`config.mk`:
```
export PLATFORM = sky130hd
export DESIGN_NAME = gray_tracker
export DESIGN_NICKNAME = d
export VERILOG_FILES = /design/src/rtl/gray_tracker.sv
export SDC_FILE = /design/constraint.sdc
export NUM_CORES = 1
export LEC_CHECK = 0
export CAP_MARGIN = 20
export CORE_ASPECT_RATIO = 0.9
export CORE_MARGIN = 8
export CORE_UTILIZATION = 33
export DETAILED_ROUTE_END_ITERATION = 6
export GPL_TIMING_DRIVEN = 0
export SYNTH_ARGS = -nofsm -noshare
export SYNTH_HDL_FRONTEND = slang
export SYNTH_SLANG_ARGS = --single-unit
```
`constraint.sdc`:
```
create_clock -name clk -period 2.2 [get_ports clk]
set_input_delay 0.33 -clock clk [delete_from_list [all_inputs] [get_ports clk]]
set_output_delay 0.33 -clock clk [all_outputs]
set_load 0.1 [all_outputs]
```
`src/rtl/gray_tracker.sv`:
```
// Tracks an asynchronous gray-coded counter: synchronizes it, decodes to binary,
// accepts only single forward steps, and flags/latches illegal transitions.
module gray_tracker #(
    parameter int N    = 3,
    parameter int SYNC = 2
) (
    input  logic         clk,
    input  logic         reset,
    input  logic [N-1:0] gray_in,
    input  logic         en,
    input  logic         clr_err,
    output logic [N-1:0] bin_out,
    output logic         bin_valid,
    output logic         step_err,
    output logic         err_sticky,
    output logic [7:0]   wrap_cnt
);

    // state | meaning
    // IDLE  | not tracking; captures g_s on en
    // TRACK | following single forward steps of g_s
    // ERROR | illegal step seen; waits for clr_err
    typedef enum logic [1:0] {IDLE, TRACK, ERROR} state_t;

    localparam logic [N-1:0] ONE = {{(N-1){1'b0}}, 1'b1};

    state_t                 state_q, state_d;
    logic [SYNC-1:0][N-1:0] sync_q, sync_d;
    logic [N-1:0]           g_p_q, g_p_d;
    logic [N-1:0]           b_p_q, b_p_d;
    logic [N-1:0]           bin_out_q, bin_out_d;
    logic                   bin_valid_q, bin_valid_d;
    logic                   step_err_q, step_err_d;
    logic                   err_sticky_q, err_sticky_d;
    logic [7:0]             wrap_q, wrap_d;

    logic [N-1:0] g_s, dec_s, b_inc, diff;
    logic         one_bit;

    function automatic logic [N-1:0] gray2bin(input logic [N-1:0] g);
        logic [N-1:0] b;
        b[N-1] = g[N-1];
        for (int i = N - 2; i >= 0; i--) begin
            b[i] = b[i+1] ^ g[i];
        end
        return b;
    endfunction

    always_comb begin
        sync_d  = {sync_q[SYNC-2:0], gray_in};
        g_s     = sync_q[SYNC-1];
        dec_s   = gray2bin(g_s);
        b_inc   = b_p_q + ONE;
        diff    = g_s ^ g_p_q;
        one_bit = (diff != '0) && ((diff & (diff - ONE)) == '0);
    end

    always_comb begin
        state_d      = state_q;
        g_p_d        = g_p_q;
        b_p_d        = b_p_q;
        bin_out_d    = bin_out_q;
        bin_valid_d  = bin_valid_q;
        step_err_d   = 1'b0;
        err_sticky_d = err_sticky_q;
        wrap_d       = wrap_q;
        case (state_q)
            IDLE: begin
                bin_valid_d = 1'b0;
                if (clr_err) begin
                    err_sticky_d = 1'b0;
                    wrap_d       = 8'd0;
                end
                if (en) begin
                    g_p_d       = g_s;
                    b_p_d       = dec_s;
                    bin_out_d   = dec_s;
                    bin_valid_d = 1'b1;
                    state_d     = TRACK;
                end
            end
            TRACK: begin
                if (clr_err) begin
                    err_sticky_d = 1'b0;
                    wrap_d       = 8'd0;
                end
                if (!en) begin
                    bin_valid_d = 1'b0;
                    state_d     = IDLE;
                end else if (diff != '0) begin
                    if (one_bit && (dec_s == b_inc)) begin
                        g_p_d     = g_s;
                        b_p_d     = dec_s;
                        bin_out_d = dec_s;
                        // a pending clear overrides the wrap increment
                        if ((b_p_q == '1) && !clr_err && (wrap_q != 8'hFF)) begin
                            wrap_d = wrap_q + 8'd1;
                        end
                    end else begin
                        step_err_d   = 1'b1;
                        err_sticky_d = 1'b1;
                        bin_valid_d  = 1'b0;
                        state_d      = ERROR;
                    end
                end
            end
            ERROR: begin
                if (clr_err) begin
                    err_sticky_d = 1'b0;
                    wrap_d       = 8'd0;
                    state_d      = IDLE;
                end
            end
            default: state_d = IDLE;
        endcase
    end

    always_ff @(posedge clk or negedge reset) begin
        if (!reset) begin
            state_q      <= IDLE;
            sync_q       <= '0;
            g_p_q        <= '0;
            b_p_q        <= '0;
            bin_out_q    <= '0;
            bin_valid_q  <= 1'b0;
            step_err_q   <= 1'b0;
            err_sticky_q <= 1'b0;
            wrap_q       <= 8'd0;
        end else begin
            state_q      <= state_d;
            sync_q       <= sync_d;
            g_p_q        <= g_p_d;
            b_p_q        <= b_p_d;
            bin_out_q    <= bin_out_d;
            bin_valid_q  <= bin_valid_d;
            step_err_q   <= step_err_d;
            err_sticky_q <= err_sticky_d;
            wrap_q       <= wrap_d;
        end
    end

    assign bin_out    = bin_out_q;
    assign bin_valid  = bin_valid_q;
    assign step_err   = step_err_q;
    assign err_sticky = err_sticky_q;
    assign wrap_cnt   = wrap_q;

endmodule

```
Word level (Yosys, flattened, before mapping)

Cells that the tools add are included.

Word-level logic and storage cells: 78
Bits of input ports: 7
Register bits after elaboration: 25

Reduce and logical (&&, ||, !) cells: 14
Multiplexer cells: 36
Bitwise operators: 4
$add $sub $neg: 3
Equality and inequality tests: 12

Operators by type and width:

| operator                                         | number |
|---|---|
| 2-to-1 mux 8 bit                                 | 5 |
| 2-to-1 mux 3 bit                                 | 8 |
| case mux 8 bit (2 select lines)                  | 1 |
| 2-to-1 mux 1 bit                                 | 12 |
| case mux 3 bit (2 select lines)                  | 2 |
| 2-to-1 mux 2 bit                                 | 5 |
| != test 2 bit, second input constant             | 5 |
| adder 8 x 1 -> 8 bit, second input constant      | 1 |
| != test 8 bit, second input constant             | 1 |
| != test 3 bit, second input constant             | 2 |
| case mux 2 bit (3 select lines)                  | 1 |
| AND reduction 5 bit                              | 1 |
| logical AND 1 bit                                | 4 |
| case mux 1 bit (2 select lines)                  | 2 |
| AND reduction 4 bit                              | 1 |
| nonzero test 2 bit                               | 2 |
| adder 3 x 1 -> 3 bit, second input constant      | 1 |
| AND 3 bit                                        | 1 |
| == test 3 bit                                    | 1 |
| == test 3 bit, second input constant             | 1 |
| zero test 3 bit                                  | 1 |
| AND reduction 3 bit                              | 1 |
| nonzero test 3 bit                               | 1 |
| subtractor 3 x 1 -> 3 bit, second input constant | 1 |
| other kinds (7)                                  | 8 |

Logic depth before layout (Yosys ltp)

Gate-level depths: netlist (run 1).

Depth after elaboration: 10
Depth in mapped cells: 9
Depth with buffers taken out: 8

Worst setup path after synthesis (run 1)

OpenSTA, ideal clock, no wires.

Path type: flip-flop to flip-flop
From: register, netlist name bin_out[0]
To: register bin_out_q[0], in the netlist bin_out[0]
Data arrival time: 2536 ps
Clock period less this slack: 2662 ps
Buffers on the path: 0
Required time: 2074 ps
Slack: -462 ps
Cell stages (with the launch flop): 9
Cells stage by stage: dfrtp_1 > ha_1 > ha_1 > and3_1 > nor2_1 > o22a_2 > o21ai_1 > nand2_1 > mux2_2

RTL lines:

| item                 | RTL line | text |
|---|---|---|
| to (signal assigned) | 134      | `bin_out_q <= bin_out_d;` |
| to (decl)            | 31       | `logic [N-1:0] bin_out_q, bin_out_d;` |

Worst setup path in the final report (run 1)

From: register wrap_q[7], in the netlist wrap_cnt[7]
To: output port wrap_cnt[7]

RTL lines:

| item                   | RTL line | text |
|---|---|---|
| from (decl)            | 35       | `logic [7:0] wrap_q, wrap_d;` |
| from (signal assigned) | 138      | `wrap_q <= wrap_d;` |
| to (decl)              | 16       | `output logic [7:0] wrap_cnt` |

No word-level cell between the ends.

==> summary.md, run 1 <==
| Metric | Value |
|---|---|
| Status | finished, final reports clean |
| Cell area after synthesis | between 0.001 and 0.0015 mm^2 |
| Initial core utilization | 0.336 |
| Most frequent cells in the layout | dfrtp_1, clkdlybuf4s50_1, nand2_1 |
| Clk_lat worst skew | 0.26 ns |
| CP cell instances | clkdlybuf4s50_1 |
| Final worst setup slack | 0.0335 ns |
| CTS HTree Levels | 1 |
| Cell Rows | 21 |
| Register bit count reported by yosys | 24 |
| Number of global-route vias before repair | between 900 and 1000 |
| RSZ-0062 raised after global routing | yes |
| Initial antenna violation count | 0 |
| Primary FF master, synth | dfrtp_1 |
| Setup-failing EPs final | 0 |
| Fin area | 0.00164 mm^2 |
| ANT nets after route | 0 |
| DP HPWL | 1.84 mm |
| Share of layout cells above drive strength 1 | 0.226 |
| Synth async-reset ratio | 1.00 |
| Delay-heaviest family, CP | buffers and inverters |
| Worst path bufs/invs | 1 |
| Worst Setup End Kind | output port |
| Max VDD drop | a little over 0.6 mV |
| Final Max Tran Viols | 0 |
| Die Ht | 73.7 um |
| Final Power | approximately 2000 uW |
| Commonest non-fill, non-tap cell in the layout | dfrtp_1 |
| Slew at the pin closest to its max-slew limit | 0.978 ns |
| Fin nets | roughly 160 |
| Clk pwr share | 0.148 |
| Via Count | around 940 |
| CTS tree | yes |
| Drt first pass iters | 4 |
| Critical Path Fanout Max | 4 |
| R2r worst-path depth | 9 |
| Lkg Pwr | ~0.00075 uW |
| Mean post-synth cell area | 10.4 um^2 |
| Synthesized instance count | about 120 |
| Final number of hold-violating endpoints | 0 |
| Die area | slightly below 0.006 mm^2 |
| Pint | around 1100 uW |
| Top post-synthesis cells by area | dfrtp_1, mux2_2, nand2_1 |
| Sequential area share after synthesis | 0.492 |
| CP peak stage delay | roughly 1.2 ns |
| Maxcap violations | 0 |
| Area Growth Syn to Fin | 34.3% |
| Ports | 21 |
| Core footprint | roughly 0.0036 mm^2 |
| TritonCTS buffer count | 3 |
| Tcrit/Tclk final | 0.985 |
| Min Tclk post-route | 2.17 ns |
| Switching power total | just over 900 uW |
| Max_slew headroom | 0.346 |
| Global route overflow | 0 |
| Drt total wl | between 2 and 2.5 mm |
| Sw frac | 0.455 |
| Post-synth top area cell | dfrtp_1 |
| Post-synth EDFFs | 0 |
| Worst path required time | about 1.9 ns |
| Pin count of the biggest net entering global routing | 25 |
| Dpl cell area | 0.00152 mm^2 |
| Clk_skew | between 0.0009 and 0.001 ns |
| DP Worst Slack | -0.0338 ns |
| Reg power frac | 0.322 |
| Clock Path Buffers | 2 |
| Vias per cell | roughly 4.9 |
| IO Port Bufs | 20 |
| CP max stage cell | clkdlybuf4s50_1 |
| Mapped Nets | ~130 |
| Root Driver | clkbuf_8 |
| Worst setup SP type | flip-flop |
| Placer Congestion | slightly below 0.9 |
| Post-layout util | 0.452 |
| Post-synth cell types | 37 |
| Max frequency | roughly 460 MHz |
| Reg-to-reg endpoint | wrap_cnt[0]$_DFFE_PN0P_ |
| Kind of critical path | flip-flop to output port |
| Clock slew at reported path FFs | about 0.08 ns |
| HP Class | input pin to asynchronous set/reset pin |
| CTS Hold Buffers Added | 0 |
| Top-area cell type share of the netlist area | 0.492 |
| Global-route wire length before repair | ~4.3 mm |
| Sink Count | 24 |
| Combinational Power Share | 0.530 |
| Antenna Cells | 0 |
| DR iter-0 viols | 82 |
| Reg2Reg Setup Slack | ~0.06 ns |
| FF-to-FF Start | bin_out[0]$_DFFE_PN0P_ |
| DR DRC count | 0 |
| P per Cell Area | between 1000 and 1500 mW/mm^2 |
| Routed WL per cell | 13.0 um |
| Worst EP arrival | about 1.8 ns |
| GRT Util Overall | 0.0907 |
| Die W | around 80 um |
| Yosys Warn Count | 0 |
## synthesized netlist by cell type, types with 2 or more instances
library cell and n:
xnor2_1 4, xor2_1 3, a31o_2 2, a21oi_1 3
nor3_1 3, dfrtp_1 24, mux2_2 5, nand2_1 13
and3_1 2, nor2b_1 4, inv_1 5, o21ai_0 9
nor4_1 2, nand3_1 4, and2_1 2, ha_1 3
nor2_1 9
## power by group through the flow
stage	clock (uW)	combinational (uW)	sequential, uW
floorplan	0	555	937
global placement	0	1040	656
detailed placement	0	1060	662
CTS	313	1050	653
global route	326	1150	670
finish	298	1070	652
## how the worst max path moves through the flow
stage                       startpoint                 endpoint  slack (ns)  depth (start not counted)
5_1_grt         bin_out[0]$_DFFE_PN0P_  wrap_cnt[0]$_DFFE_PN0P_       -0.04                          9
3_3_place_gp                   clr_err  wrap_cnt[0]$_DFFE_PN0P_       -0.04                          7
6_report       wrap_cnt[7]$_DFFE_PN0P_              wrap_cnt[7]        0.03                          1
4_1_cts         bin_out[0]$_DFFE_PN0P_               bin_out[0]       0.004                          1
3_5_place_dp                   clr_err  wrap_cnt[0]$_DFFE_PN0P_       -0.03                          7
2_1_floorplan   bin_out[0]$_DFFE_PN0P_  wrap_cnt[0]$_DFFE_PN0P_       -0.03                          9
## per-stage QoR
| step | std cells | hold WS (ns) | setup TNS (ns) |
|---|---|---|---|
| after floorplan | 117 | 0.0344 | -0.0321 |
| after global placement | 183 | 0.332 | -0.0440 |
| after detailed placement | 183 | 0.335 | -0.0338 |
| after CTS | 187 | 0.355 | 0 |
| after global routing | 192 | 0.338 | -0.141 |
| final | 192 | 0.332 | 0 |
## area by class of cell
class / instances / area (um^2)
plain buffers: 3 / 23.8
clock buffers: 4 / 55.1
fillers: 328 / 1990
inverters: 5 / 18.8
multi-input cells: 85 / 604
flip-flops and latches: 24 / 613
well taps: 46 / 57.6
repair buffers: 25 / 265
## per-layer routing
metal	GRT usage	wire (um)
met5	0	0
met4	0.0504	36
met3	0.0171	96
met2	0.145	1200
met1	0.111	1170
## kinds of logic after synthesis
group                      share of synthesized area
adders and majority gates                     0.0308
and+or+nand+nor                                0.190
xor gates and xnor gates                      0.0636
DFF                                            0.492
AOI/OAI and AO/OA                              0.122
buffers and inverters                         0.0349
muxes                                         0.0667
## repair_timing
action	4_1_cts	5_1_grt
setup endpoints to repair	2	10
buffers inserted	0	4
resized for setup	2	6
gates cloned	0	0
## flip-flops by register name (all words and copies together), names as in the netlist
| register | count |
|---|---|
| err_sticky | 1 |
| bin_out | 3 |
| step_err | 1 |
| g_p_q | 2 |
| g_s | 3 |
| state_q | 2 |
| bin_valid | 1 |
| wrap_cnt | 8 |
| sync_d | 3 |
No activity file was read; power rests on OpenSTA's default activity.
==> inputs of run 2 (changes only) <==
--- a/config.mk
+++ b/config.mk
@@ -7,10 +7,11 @@
 export LEC_CHECK = 0
 export CAP_MARGIN = 20
 export CORE_ASPECT_RATIO = 0.9
-export CORE_MARGIN = 8
+export CORE_MARGIN = 2
 export CORE_UTILIZATION = 33
 export DETAILED_ROUTE_END_ITERATION = 6
 export GPL_TIMING_DRIVEN = 0
+export PLACE_DENSITY = 0.58
 export SYNTH_ARGS = -nofsm -noshare
 export SYNTH_HDL_FRONTEND = slang
 export SYNTH_SLANG_ARGS = --single-unit
==> run 2 against run 1 <==
- clock-buffer cell count fell by 1
- final cell count fell by 1.0%
- clock skew rose by 0.00058 ns
- sequential share of layout area fell by 0.11 points
- first-iteration DRC count fell by 40%
- critical endpoint is now bin_out[0]
- critical path depth did not move
- flip-flop and latch count did not move
- sequential power barely moved
- clock power rose by 30%
- highest routed layer unchanged
- via count fell by 1.4%
- combinational power barely moved
- maximum frequency fell by 0.87%
==> summary.md, run 2 (same netlist as run 1, synthesis figures left out) <==
| Metric | Value |
|---|---|
| Delay-heaviest family, CP | buffers and inverters |
| Combinational Power Share | 0.508 |
| Status | finished, final reports clean |
| CTS tree | yes |
| TritonCTS buffer count | 3 |
| Worst Setup End Kind | output port |
| Share of layout cells above drive strength 1 | 0.226 |
| FILL cells | ~330 |
| Critical Path Fanout Max | 4 |
| CP startpoint | bin_out[0]$_DFFE_PN0P_ |
| Commonest non-fill, non-tap cell in the layout | dfrtp_1 |
| Vias per cell | 4.89 |
| Core footprint | ~0.0035 mm^2 |
| CP cell instances | clkdlybuf4s50_1 |
| Fin nets | between 150 and 200 |
| Multi-input gate area | a little over 600 um^2 |
| Reg2Reg Setup Slack | 0.03 ns |
| Antenna Cells | 0 |
| Clk pwr share | 0.183 |
| Fin Hold WS | ~0.35 ns |
| Post-layout util | 0.476 |
| Global route overflow | 0 |
| Pint | between 1000 and 1500 uW |
| TNS Setup | 0 ns |
| Worst EP arrival | 1.86 ns |
| Number of global-route vias before repair | approximately 860 |
| Die area | 0.00420 mm^2 |
| Cell Rows | 20 |
| Worst setup SP type | flip-flop |
| Kind of critical path | flip-flop to output port |
| Drt first pass iters | 4 |
| Slew at the pin closest to its max-slew limit | 0.972 ns |
| Max_slew headroom | 0.350 |
| RSZ-0062 raised after global routing | yes |
| Clock slew at reported path FFs | 0.09 ns |
| DP Worst Slack | -0.101 ns |
| Final number of hold-violating endpoints | 0 |
| FF-to-FF Start | bin_out[0]$_DFFE_PN0P_ |
| Initial core utilization | 0.353 |
| Switching power total | 925 uW |
| Clk_lat worst skew | approximately 0.27 ns |
| Sw frac | 0.439 |
| Max frequency | 458 MHz |
| Tcrit/Tclk final | 0.993 |
| Reg power frac | 0.309 |
| Max FFs per register | 8 |
| Sequential cell area | 613 um^2 |
| IO Port Bufs | 20 |
| Worst path bufs/invs | 1 |
| Crit path capture | bin_out[0] |
| DP HPWL | 1.73 mm |
| R2r worst-path depth | 9 |
| Clock Path Buffers | 2 |
| Lkg Pwr | 0.000776 uW |
| DR iter-0 viols | between 40 and 50 |
| Most frequent cells in the layout | dfrtp_1, clkdlybuf4s50_1, nand2_1 |
| Ports | 21 |
| Pin count of the biggest net entering global routing | 25 |
| Drt total wl | 2.40 mm |
| ANT nets after route | 0 |
| Initial antenna violation count | 0 |
| CP peak stage delay | between 1 and 1.5 ns |
| GRT Util Overall | 0.127 |
| Area Growth Syn to Fin | 34.7% |
| CTS HTree Levels | 1 |
| Maxcap violations | 0 |
| Die W | between 60 and 70 um |
| Routed WL per cell | roughly 13 um |
| Min Tclk post-route | approximately 2.2 ns |
| Die Ht | 61.7 um |
| Final worst setup slack | 0.0145 ns |
| Max VDD drop | about 0.6 mV |
| Via Count | approximately 930 |
| P per Cell Area | around 1300 mW/mm^2 |
| Global-route wire length before repair | 3.91 mm |
| Reg-to-reg endpoint | wrap_cnt[0]$_DFFE_PN0P_ |
| CP max stage cell | clkdlybuf4s50_1 |
| Worst path required time | roughly 1.9 ns |
| DR DRC count | 0 |
| Sink Count | 24 |
| HP Class | flip-flop to flip-flop |
| Clk_skew | 0.00157 ns |
| Worst hold stages | 0 |
| Worst path depth | 1 |
| Placer Congestion | roughly 0.85 |
| Setup-failing EPs final | 0 |
| Final Max Tran Viols | 0 |
| Root Driver | clkbuf_8 |
## run 2: cell count changes in the layout (fill, tap and decap cells not counted), sizes merged
| cell | delta |
|---|---|
| clkbuf | -1 |
| dlymetal6s2s | +1 |
| bufinv | +1 |
| dlygate4sd2 | -1 |
## run 2: cell type report
class | instances | share of cell area
clock buffer | 3 | 0.0251
sequential | 24 | 0.373
clock inverter | 1 | 0.0183
inverter | 5 | 0.0114
buffer | 3 | 0.0145
tap | 44 | 0.0335
multi-input combinational | 85 | 0.368
timing repair buffer | 25 | 0.156
## run 2: worst min-delay path by stage
stage                        start                     end  slack [ns]
2_1_floorplan                reset  bin_out[2]$_DFFE_PN0P_        0.03
3_3_place_gp   sync_d[5]$_DFF_PN0_        g_s[2]$_DFF_PN0_        0.33
3_5_place_dp   sync_d[5]$_DFF_PN0_        g_s[2]$_DFF_PN0_        0.33
4_1_cts        sync_d[5]$_DFF_PN0_        g_s[2]$_DFF_PN0_        0.36
5_1_grt        sync_d[5]$_DFF_PN0_        g_s[2]$_DFF_PN0_        0.36
6_report       sync_d[5]$_DFF_PN0_        g_s[2]$_DFF_PN0_        0.35
## run 2: stage by stage
stage / cell area [um^2] / power (uW) / std cells
floorplan: 1260 / 1490 / 117
global placement: 1520 / 1690 / 181
detailed placement: 1520 / 1720 / 181
CTS: 1590 / 2100 / 185
global route: 1640 / 2240 / 190
finish: 1640 / 2110 / 190
## run 2: timing repair
action,in CTS,in global routing
setup endpoints to repair,1,12
hold buffers,0,0
setup buffers,0,4
gates resized for setup,1,5
## run 2: worst register-to-register path: cells and delay by family (launching register included)
family                     cells  cell delay [ns]
buffers and inverters          1             0.17
and+or+nand+nor                3             0.39
adders and majority gates      2             0.45
DFF                            1             0.51
muxes                          1             0.27
AOI/OAI and AO/OA              2             0.26
## run 2: per-layer routing
layer	routed length (um)	vias up	GRT usage
li1	-	470	-
met1	1140	437	0.172
met2	1150	18	0.202
met3	79	4	0.0329
met4	36	0	0.0343
met5	0	-	0
## run 2: power by group through the flow
stage	logic [uW]	clock network [uW]	registers, uW
after floorplan	555	0	937
after global placement	1040	0	656
after detailed placement	1060	0	661
after CTS	1050	403	652
after global routing	1150	419	666
final	1070	387	651
==> inputs of run 3 (changes only) <==
--- a/config.mk
+++ b/config.mk
@@ -11,7 +11,8 @@
 export CORE_UTILIZATION = 33
 export DETAILED_ROUTE_END_ITERATION = 6
 export GPL_TIMING_DRIVEN = 0
-export PLACE_DENSITY = 0.58
+export PLACE_DENSITY_LB_ADDON = 0.3
+export SKIP_LAST_GASP = 1
 export SYNTH_ARGS = -nofsm -noshare
 export SYNTH_HDL_FRONTEND = slang
 export SYNTH_SLANG_ARGS = --single-unit
==> run 3 against run 2 <==
- sequential share of layout area up 0.87 points
- power down 5.1%
- utilization down 1.1 points
- worst setup slack better by 0.0018 ns
- critical path depth unchanged
- wire length down 0.83%
- via count down 2.0%
- maximum frequency about the same
- sequential power about the same
- register-to-register slack about the same
- highest routed layer unchanged
==> summary.md, run 3 (same netlist as run 1, synthesis figures left out) <==
| Metric | Value |
|---|---|
| Tcrit/Tclk final | 0.993 |
| P per Cell Area | approximately 1200 mW/mm^2 |
| Delay-heaviest family, CP | buffers and inverters |
| ANT nets after route | 0 |
| Slew at the pin closest to its max-slew limit | 0.979 ns |
| Hold path start | sync_d[3]$_DFF_PN0_ |
| Fin Hold WS | ~0.35 ns |
| Initial antenna violation count | 0 |
| CP max stage cell | clkdlybuf4s50_1 |
| Worst setup SP type | flip-flop |
| Fin area | 0.00161 mm^2 |
| Final number of hold-violating endpoints | 0 |
| Clk_skew | ~0.0054 ns |
| Drt first pass iters | 4 |
| Max_slew headroom | 0.346 |
| Worst path bufs/invs | 1 |
| DR DRC count | 0 |
| Multi-input gate area | between 600 and 700 um^2 |
| Area Growth Syn to Fin | 31.6% |
| Max frequency | 458 MHz |
| Commonest non-fill, non-tap cell in the layout | dfrtp_1 |
| IO Port Bufs | 20 |
| Most frequent cells in the layout | dfrtp_1, nand2_1, clkdlybuf4s50_1 |
| CTS Hold Buffers Added | 0 |
| Die area | between 0.004 and 0.005 mm^2 |
| Sink Count | 24 |
| Min Tclk post-route | around 2.2 ns |
| Sequential cell area | between 600 and 700 um^2 |
| Global-route wire length before repair | between 4 and 5 mm |
| Critical Path Fanout Max | 4 |
| Initial core utilization | 0.353 |
| Clock Path Buffers | 2 |
| Placer Congestion | between 0.8 and 0.9 |
| Drt total wl | roughly 2.4 mm |
| Worst hold stages | 0 |
| Final Max Tran Viols | 0 |
| HP Class | flip-flop to flip-flop |
| Status | finished, final reports clean |
| Max VDD drop | 0.876 mV |
| Worst Setup End Kind | output port |
| FILL cells | 322 |
| Worst EP arrival | ~1.9 ns |
| FF-to-FF Start | bin_out[0]$_DFFE_PN0P_ |
| Max FFs per register | 8 |
| Pin count of the biggest net entering global routing | 25 |
| DP HPWL | 1.75 mm |
| Routed WL per cell | 12.7 um |
| Via Count | roughly 900 |
| CP peak stage delay | 1.14 ns |
| CTS tree | yes |
| Cell Rows | 20 |
| Hold path endpoint | g_s[0]$_DFF_PN0_ |
| Kind of critical path | flip-flop to output port |
| Reg2Reg Setup Slack | approximately 0.040 ns |
| Vias per cell | between 4 and 5 |
| Number of global-route vias before repair | ~880 |
| Clock slew at reported path FFs | about 0.080 ns |
| Reg-to-reg endpoint | wrap_cnt[0]$_DFFE_PN0P_ |
| TritonCTS buffer count | 3 |
| Ports | 21 |
| Dpl cell area | between 0.0015 and 0.002 mm^2 |
| Maxcap violations | 0 |
| Setup-failing EPs final | 0 |
| Core footprint | around 0.0035 mm^2 |
| Post-layout util | 0.465 |
| CTS HTree Levels | 1 |
| RSZ-0062 raised after global routing | yes |
| Worst path required time | 1.87 ns |
| R2r worst-path depth | 9 |
| Fin nets | approximately 150 |
| DR iter-0 viols | 24 |
| GRT Util Overall | 0.133 |
| Lkg Pwr | 0.000771 uW |
| Share of layout cells above drive strength 1 | 0.210 |
| CP cell instances | clkdlybuf4s50_1 |
| Clk_lat worst skew | approximately 0.27 ns |
| Root Driver | clkbuf_8 |
| Die Ht | just over 60 um |
| Antenna Cells | 0 |
| Global route overflow | 0 |
| Die W | 68.1 um |
run 3: cell types whose count changed in the layout (fill, tap and decap cells not counted), sizes merged:
cell / before / now
buf: 8 / 5
dlymetal6s2s: 5 / 6
clkdlybuf4s50: 14 / 12
clkbuf: 3 / 4
bufinv: 1 / 0
dlygate4sd2: 1 / 2
run 3: worst reg2reg max path, stage by stage (launching register included):
cell and delay (ns):
dfrtp_4 0.51, ha_4 0.17, ha_4 0.28, and3_1 0.15, nor2_1 0.05, o22a_2 0.23
nor4_4 0.18, buf_6 0.16, a21oi_1 0.04, mux2_4 0.27
run 3: power breakdown:
group	switching, uW	internal (uW)	total, uW
combinational	667	377	1040
clock	146	160	306
sequential	108	544	652
run 3: area by class of cell:
| class | instances | share of cell area |
|---|---|---|
| plain buffers | 3 | 0.0148 |
| clock buffers | 4 | 0.0343 |
| inverters | 5 | 0.0117 |
| multi-input cells | 85 | 0.376 |
| flip-flops and latches | 24 | 0.382 |
| well taps | 44 | 0.0343 |
| repair buffers | 22 | 0.147 |
run 3: repair_timing:
item,CTS,global route
resized for setup,2,6
setup endpoints to repair,2,14
pin swaps,0,0
buffers inserted,0,1
run 3: per-layer routing:
layer | GRT usage | vias to the layer above | share of wire
met5 | 0 | - | 0
met4 | 0.0743 | 0 | 0.021
met3 | 0.0219 | 5 | 0.030
met2 | 0.193 | 14 | 0.44
met1 | 0.188 | 428 | 0.51
li1 | - | 463 | -
run 3: metrics by stage:
stage / total power (uW) / TNS [ns] / cells / setup WS, ns
after floorplan: 1490 / -0.0321 / 117 / -0.0321
after global placement: 1690 / -0.0391 / 181 / -0.0391
after detailed placement: 1710 / -0.0556 / 181 / -0.0556
after CTS: 2010 / 0 / 185 / 0.0102
after global routing: 2130 / -0.308 / 187 / -0.0783
final: 2000 / 0 / 187 / 0.0164
run 3: worst max-delay path by stage:
stage / from / to / slack [ns] / depth (start not counted)
6_report: bin_out[0]$_DFFE_PN0P_ / bin_out[0] / 0.02 / 1
2_1_floorplan: bin_out[0]$_DFFE_PN0P_ / wrap_cnt[0]$_DFFE_PN0P_ / -0.03 / 9
5_1_grt: bin_out[0]$_DFFE_PN0P_ / wrap_cnt[0]$_DFFE_PN0P_ / -0.08 / 9
4_1_cts: bin_out[0]$_DFFE_PN0P_ / bin_out[0] / 0.01 / 1
3_5_place_dp: clr_err / wrap_cnt[0]$_DFFE_PN0P_ / -0.06 / 7
3_3_place_gp: clr_err / wrap_cnt[0]$_DFFE_PN0P_ / -0.04 / 7
